[src/rtl/imem_loader.sv]
// Boot loader: fills the instruction memory from a length-prefixed byte stream and
// holds the core in reset until the whole image has been written.
module imem_loader #(
  parameter int unsigned ADDR_W    = 10,
  parameter int unsigned MAX_WORDS = 1024
) (
  input  logic              clk,
  input  logic              rst_n,
  input  logic              start,
  input  logic [7:0]        rx_data,
  input  logic              rx_valid,
  output logic              rx_ready,
  output logic              mem_we,
  output logic [ADDR_W-1:0] mem_waddr,
  output logic [31:0]       mem_wdata,
  output logic              cpu_rst_n,
  output logic              busy,
  output logic              done,
  output logic              err,
  output logic [ADDR_W:0]   word_count
);

  typedef enum logic [2:0] {
    StIdle,
    StHdr,
    StData,
    StDone,
    StErr
  } state_e;

  localparam logic [ADDR_W:0] IdxOne = {{ADDR_W{1'b0}}, 1'b1};

  state_e              state_q, state_d;
  logic [1:0]          byte_cnt_q, byte_cnt_d;
  logic [31:0]         shift_q, shift_d;
  logic [ADDR_W:0]     word_idx_q, word_idx_d;
  logic [ADDR_W:0]     word_count_q, word_count_d;
  logic                mem_we_q, mem_we_d;
  logic [ADDR_W-1:0]   mem_waddr_q, mem_waddr_d;
  logic [31:0]         mem_wdata_q, mem_wdata_d;
  logic                cpu_rst_n_q, cpu_rst_n_d;

  logic                in_session;
  logic                accept;
  logic                last_byte;
  logic                last_word;
  logic                hdr_bad;
  logic [31:0]         shift_next;

  assign in_session = (state_q == StHdr) || (state_q == StData);
  assign accept     = rx_valid && in_session;
  assign last_byte  = accept && (byte_cnt_q == 2'd3);
  // Bytes arrive LSB first, so shifting in from the top leaves byte 0 in [7:0].
  assign shift_next = {rx_data, shift_q[31:8]};
  assign hdr_bad    = (shift_next == 32'd0) || (shift_next > MAX_WORDS);
  assign last_word  = (word_idx_q + IdxOne) == word_count_q;

  always_comb begin
    state_d      = state_q;
    byte_cnt_d   = byte_cnt_q;
    shift_d      = shift_q;
    word_idx_d   = word_idx_q;
    word_count_d = word_count_q;
    mem_we_d     = 1'b0;
    mem_waddr_d  = mem_waddr_q;
    mem_wdata_d  = mem_wdata_q;

    if (accept) begin
      byte_cnt_d = byte_cnt_q + 2'd1;
      shift_d    = shift_next;
    end

    unique case (state_q)
      StIdle, StDone, StErr: begin
        if (start) begin
          state_d      = StHdr;
          byte_cnt_d   = 2'd0;
          shift_d      = 32'd0;
          word_idx_d   = '0;
          word_count_d = '0;
          mem_waddr_d  = '0;
        end
      end
      StHdr: begin
        if (last_byte) begin
          if (hdr_bad) begin
            state_d = StErr;
          end else begin
            word_count_d = shift_next[ADDR_W:0];
            state_d      = StData;
          end
        end
      end
      StData: begin
        if (last_byte) begin
          mem_we_d    = 1'b1;
          mem_waddr_d = word_idx_q[ADDR_W-1:0];
          mem_wdata_d = shift_next;
          word_idx_d  = word_idx_q + IdxOne;
          if (last_word) begin
            state_d = StDone;
          end
        end
      end
      default: state_d = StIdle;
    endcase
  end

  // Release the core only once DONE has been held across an edge, i.e. after the final write.
  assign cpu_rst_n_d = (state_q == StDone) && (state_d == StDone);

  always_ff @(posedge clk or negedge rst_n) begin
    if (!rst_n) begin
      state_q      <= StIdle;
      byte_cnt_q   <= 2'd0;
      shift_q      <= 32'd0;
      word_idx_q   <= '0;
      word_count_q <= '0;
      mem_we_q     <= 1'b0;
      mem_waddr_q  <= '0;
      mem_wdata_q  <= 32'd0;
      cpu_rst_n_q  <= 1'b0;
    end else begin
      state_q      <= state_d;
      byte_cnt_q   <= byte_cnt_d;
      shift_q      <= shift_d;
      word_idx_q   <= word_idx_d;
      word_count_q <= word_count_d;
      mem_we_q     <= mem_we_d;
      mem_waddr_q  <= mem_waddr_d;
      mem_wdata_q  <= mem_wdata_d;
      cpu_rst_n_q  <= cpu_rst_n_d;
    end
  end

  assign rx_ready   = in_session;
  assign busy       = in_session;
  assign done       = (state_q == StDone);
  assign err        = (state_q == StErr);
  assign mem_we     = mem_we_q;
  assign mem_waddr  = mem_waddr_q;
  assign mem_wdata  = mem_wdata_q;
  assign cpu_rst_n  = cpu_rst_n_q;
  assign word_count = word_count_q;

endmodule

[config.mk]
export PLATFORM = sky130hd
export DESIGN_NAME = imem_loader
export DESIGN_NICKNAME = d
export VERILOG_FILES = /design/src/rtl/imem_loader.sv
export SDC_FILE = /design/constraint.sdc
export NUM_CORES = 1
export LEC_CHECK = 0
export CORE_UTILIZATION = 57
export DETAILED_ROUTE_END_ITERATION = 12
export PLACE_DENSITY = 0.83
export REMOVE_ABC_BUFFERS = 1
export SETUP_SLACK_MARGIN = 0.1
export SYNTH_ARGS = -nofsm -noshare
export SYNTH_HDL_FRONTEND = slang
export SYNTH_SLANG_ARGS = --single-unit
[constraint.sdc]
create_clock -name clk -period 5.72 [get_ports clk]
set_clock_uncertainty 0.2 [all_clocks]
set_input_delay 1.144 -clock clk [delete_from_list [all_inputs] [get_ports clk]]
set_output_delay 1.144 -clock clk [all_outputs]
set_load 0.005 [all_outputs]
# Yosys cells after proc, flatten, opt, wreduce, memory -nomap -nowiden
# Index checks and enable logic that the tools add are counted.
# word_totals
wordCells	59
reg_bits	103
input_bits	12
out_inout_bits	59
# op_classes
n_lt_le_gt_ge	1
n_addsub	2
reduce_logical	13
mux	23
eq_ne	11
# op_table
op	n
$mux 32	3
$mux 11	4
$pmux 11 s2	2
$gt 32x11->1 const B	1
$logic_not 32->1	1
$mux 10	2
$pmux 10 s2	1
$mux 3	5
$add 11x1->11 const B	1
$eq 11x11->1	1
$eq 3x2->1 const B	3
$pmux 3 s3	1
$ne 2x2->1 const B	4
$mux 2	3
$reduce_and 4->1	1
$reduce_bool 2->1	2
$eq 3x1->1 const B	1
$eq 3x3->1 const B	1
$logic_and 1x1->1	3
$logic_not 3->1	1
$reduce_and 3->1	1
$reduce_or 3->1	1
$add 2x1->2 const B	1
$eq 2x2->1 const B	1
3 further kinds	5

# Longest topological paths before layout
# logic_depth
depth_word	8
ltp_mapped	8
ltp_nobuf	6

# Worst setup path before layout
# Ideal clock, no wire load.
# synth_path
path_kind	input to register
from	in rx_data[5]
to	reg word_count_q[2], in the netlist word_count[2]
path_buffers	1
t_arrival_ps	2574
cell_stages	6
setup_ps	128
setup_slack_ps	2818
path_cell_list	or4_1 nor3_1 nand4_1 nor2_1 buf_4 mux2_1
# synth_between
elab_chain_cells	4
elab_cells_between_ends	5
cone_classes	1 x order compare; 1 x eq/ne; 3 x reduce/logical
# synth_rtl
item	line	rtl
start, declared	10	input logic [7:0] rx_data,
$gt 32x11->1 or $logic_not 32->1 (tied branches)	55	assign hdr_bad = (shift_next == 32'd0) || (shift_next > MAX_WORDS);
$logic_or 1x1->1 (*)	55	
$ne 2x2->1 (no source line) (*)	-	
$reduce_and 4->1 (no source line) (*)	-	
end signal, assigned	128	word_count_q <= word_count_d;
end, declared	37	logic [ADDR_W:0] word_count_q, word_count_d;
# Mark *: on every way between the ends. The rest lies on a longest branch, timed or not.
# A chain may end at the register's enable or synchronous reset.

# Worst setup path in the final report
# layout_path
from	in rx_valid
to	reg word_idx_q[3]
# layout_between
elab_chain_cells	4
# layout_rtl
item	line	rtl
start, declared	11	input logic rx_valid,
$logic_and 1x1->1	51	assign accept = rx_valid && in_session;
$logic_and 1x1->1	52	assign last_byte = accept && (byte_cnt_q == 2'd3);
$ne 2x2->1 (no source line)	-	
$reduce_and 3->1 (no source line)	-	
end signal, assigned	127	word_idx_q <= word_idx_d;
end, declared	36	logic [ADDR_W:0] word_idx_q, word_idx_d;
# No other way between the ends.

==> impl_metrics.py <==
metrics = {
    "die": {
        "die_x_um": 89.1,
        "core_area_um2": 7290,
        "die-area_um2": 7930,
        "initial_utilization": 0.593,
        "row_count": 31,
        "die_h_um": 89.1,
        "io-pin-count": 71,
    },
    "sta": {
        "totalNegativeSetupSlack_ns": 0,
        "drv_slew": 0,
        "final_min_period_over_clock_period": 0.663,
        "normalized_max_slew_margin": 0.357,
        "layout_min_cycle_time_ns": 3.79,
        "max_clock_freq_mhz": 264,
        "worst-slew-pin-transition_ns": 0.962,
        "rsz0062_at_grt": "false",
        "setup_viol": 0,
        "finalHoldViolCount": 0,
    },
    "place": {
        "globalplace.congestion": 0.840,
        "dp_wirelength_um": 6380,
        "placedInstanceArea_um2": 5030,
        "placement.io_buffers": 70,
    },
    "pwr": {
        "ir_drop_uv": 156,
        "powerDensity_nw_per_um2": 294,
        "total_leakage_power_uw": 0.00243,
    },
    "critical_path": {
        "reg2reg_to": "word_idx_q[3]",
        "timing.critical_path.fanout_max": 45,
        "timing.rr.start": "state_q[1]",
        "critical_path_cell_count": 7,
        "critical-path-top-delay-family": "buffers and inverters",
        "path_buf_inv": 2,
        "type_of_the_worst_setup_path": "in2reg",
        "crit_arrival_ns": 3.83,
        "reg2regPathDepth": 6,
        "slowest_stage": "inv_2",
        "crit_path_start": "rx_valid",
        "worstPathCellList": "clkdlybuf4s50_1, nor2b_1, nand3_2, inv_2, nor2_1, o21ai_0, o31ai_1",
        "worst_path_largest_cell_delay_ns": 0.78,
        "critical_path_required_ns": 5.76,
        "timing.reg2reg.setup_slack_ns": 2.67,
        "endpoint_kind": "flop",
        "critPathLaunchType": "input port",
    },
    "layout": {
        "multi_input_area_um2": 1790,
        "design_area_um2": 5220,
        "fill_cells": 577,
        "ff_latch_area_um2": 2380,
        "post_route_cells_drive_above_1_share": 0.0566,
        "layout-area-overhead-vs-synth_pct": 20.7,
        "finalNetCount": 539,
        "antenna_cells_inserted": 0,
    },
    "synth": {
        "yosys_most_used_dff": "dfrtp_1",
        "post_synth.cell_area_avg_um2": 9.14,
        "count_of_mapped_cells_out_of_synthesis": 473,
        "synth-simple-area-share": 0.241,
        "synthArstFlopShare": 1.00,
        "synth-xor-area-share": 0.0397,
        "post_synth_instance_area_um2": 4320,
        "yosysWarnings": 0,
        "dominant_combinational_cell_family_by_area_after_synthesis": "simple AND/OR/NAND/NOR gates",
        "ys_ff_latch": 95,
        "yosys-mux-area-fraction": 0.0359,
        "count_of_distinct_cell_types_in_the_synthesized_netlist": 43,
        "synth_enable_flop_cells": 0,
        "synth-seq-area-share": 0.550,
        "synth_compound_area_frac": 0.0909,
        "synth_fa_ha_area_frac": 0.00579,
    },
    "status": {
        "outcome": "completed",
    },
    "route": {
        "drt.antenna.violating_nets": 0,
        "drcViolationCount": 0,
        "drt_wl_total_um": 9580,
        "wire_length_per_cell_um": 15.2,
        "detail_route.iter0.violations": 186,
        "vias": 3483,
        "post_drt_via_cell_ratio": 5.54,
        "first_pass_iters": 5,
    },
    "clock_tree": {
        "clkSinkCount": 95,
        "clock_tree_root": "clkbuf_8",
        "cts.reportedPaths.clkPinSlew_ns": 0.10,
        "cts_setup_buffers": 0,
        "worst_skew_pair.late_latency_ns": 0.37,
        "holdBufCountCts": 0,
        "max-clock-path-buffers": 2,
        "postCtsResizedCells": 0,
        "cts_tree": "yes",
        "htree_num_levels": 3,
        "numCtsBuffers": 9,
    },
    "grt": {
        "grt_first_pass_wirelength_um": 16000,
        "grt_antenna_before_repair": 0,
        "pin_count_of_the_biggest_net_entering_global_routing": 56,
        "global_route.overflow_total": 0,
        "number_of_global_route_vias_before_repair": 3348,
        "grt_util_all_layers": 0.267,
    },
    "min_path": {
        "hold-path-cell-count": 2,
        "min-delay-path-class": "reg2reg",
        "holdPathEnd": "mem_wdata[8]",
        "timing.hold.worst.start": "mem_wdata[8]",
    },
    "flow_run": {
        "cap_violations": 0,
    },
}
## synthesized netlist by cell type (2+ instances only)
library cell	number	area share
a21oi_1	27	0.031
a31oi_1	5	0.0072
a32oi_1	2	0.0041
and3_1	4	0.0058
and4_1	2	0.0041
buf_1	5	0.0043
buf_2	5	0.0058
buf_4	4	0.0069
clkbuf_1	19	0.017
dfrtp_1	95	0.55
ha_1	2	0.0058
inv_1	3	0.0026
mux2_1	9	0.023
mux2_2	3	0.0078
mux2i_1	2	0.0046
nand2_1	176	0.15
nand2b_1	2	0.0029
nand3_1	4	0.0046
nand3b_1	3	0.0052
nand4_1	3	0.0043
nor2_1	13	0.011
nor2b_1	13	0.019
nor3_1	5	0.0058
nor3b_1	2	0.0035
nor4_1	5	0.0072
o21a_1	2	0.0035
o21ai_0	12	0.014
o21ai_1	9	0.010
o22ai_1	3	0.0043
o31ai_1	2	0.0035
o41ai_1	3	0.0061
or4_1	3	0.0052
xnor2_1	12	0.024
xor2_1	5	0.010
## flip-flops by register name, indices dropped and copies added (netlist names)
| signal | count |
|---|---|
| byte_cnt_q | 2 |
| shift_q | 24 |
| state_q | 3 |
| mem_waddr | 10 |
| mem_we | 1 |
| word_idx_q | 11 |
| cpu_rst_n | 1 |
| mem_wdata | 32 |
| word_count | 11 |
## stage by stage
stage	util	std cells	hold slack, ns	power (uW)	setup slack [ns]
after floorplan	-	440	0.270	1000	1.85
after global placement	0.690	613	0.259	1110	1.65
after detailed placement	0.690	613	0.262	1120	1.55
after CTS	0.715	629	0.294	1540	1.93
after global routing	0.715	629	0.315	1610	1.60
final	0.715	629	0.287	1540	1.93
## metal layers
metal  vias up  track usage  part of all wire  routed length (um)
li1       1655            -                 -                   -
met1      1677        0.352              0.42                4040
met2       136        0.438              0.50                4750
met3        15       0.0609             0.069                 661
met4         0       0.0967             0.015                 140
met5         -            0                 0                   0
## worst min-delay path, stage by stage (launching register included)
cell and delay [ns]:
dfrtp_1 0.35, nand2_1 0.05, nand2_1 0.06
## placed cells by master, fill, tap and decap left out, drive strengths merged, types with 4 or more instances in the layout
| master | Yosys | routed |
|---|---|---|
| buf | 14 | 5 |
| mux2 | 12 | 12 |
| a21oi | 27 | 27 |
| nor3 | 5 | 5 |
| nand2 | 176 | 176 |
| clkdlybuf4s50 | 0 | 69 |
| xor2 | 5 | 5 |
| and3 | 4 | 4 |
| nor2b | 14 | 14 |
| a31oi | 5 | 5 |
| clkbuf | 19 | 9 |
| nand3 | 5 | 5 |
| nor2 | 13 | 13 |
| inv | 4 | 8 |
| dfrtp | 95 | 95 |
| xnor2 | 12 | 12 |
| o21ai | 21 | 21 |
| nor4 | 5 | 5 |
## final cells by class
cell class / instances / share of cell area
Sequential cell: 95 / 0.456
Multi-Input combinational cell: 341 / 0.343
Timing Repair Buffer: 74 / 0.140
Clock buffer: 9 / 0.0237
Tap cell: 99 / 0.0237
Clock inverter: 7 / 0.0118
Inverter: 4 / 0.00288
## power breakdown
| part | internal [uW] | switching [uW] | leakage (uW) | total, uW |
|---|---|---|---|---|
| clock | 167 | 255 | 0.0000940 | 422 |
| combinational | 107 | 166 | 0.00103 | 273 |
| sequential | 750 | 91.0 | 0.00130 | 841 |
| total | 1020 | 511 | 0.00243 | 1540 |
## cells by family (layout without fill, tap and decap cells)
group | Yosys count | in the layout
multiplexers | 14 | 14
adder cells (fa/ha/maj) | 2 | 2
XOR/XNOR | 18 | 18
flip-flops | 95 | 95
AO/OA/AOI/OAI | 68 | 68
buffers and inverters | 37 | 94
AND/OR/NAND/NOR | 239 | 239
## how the worst max path moves through the flow
stage and end:
2_1_floorplan word_count[0], 3_3_place_gp word_idx_q[3], 3_5_place_dp word_idx_q[8], 4_1_cts word_idx_q[8], 5_1_grt word_idx_q[3], 6_report word_idx_q[3]
Power figures use the tool's default switching activity.
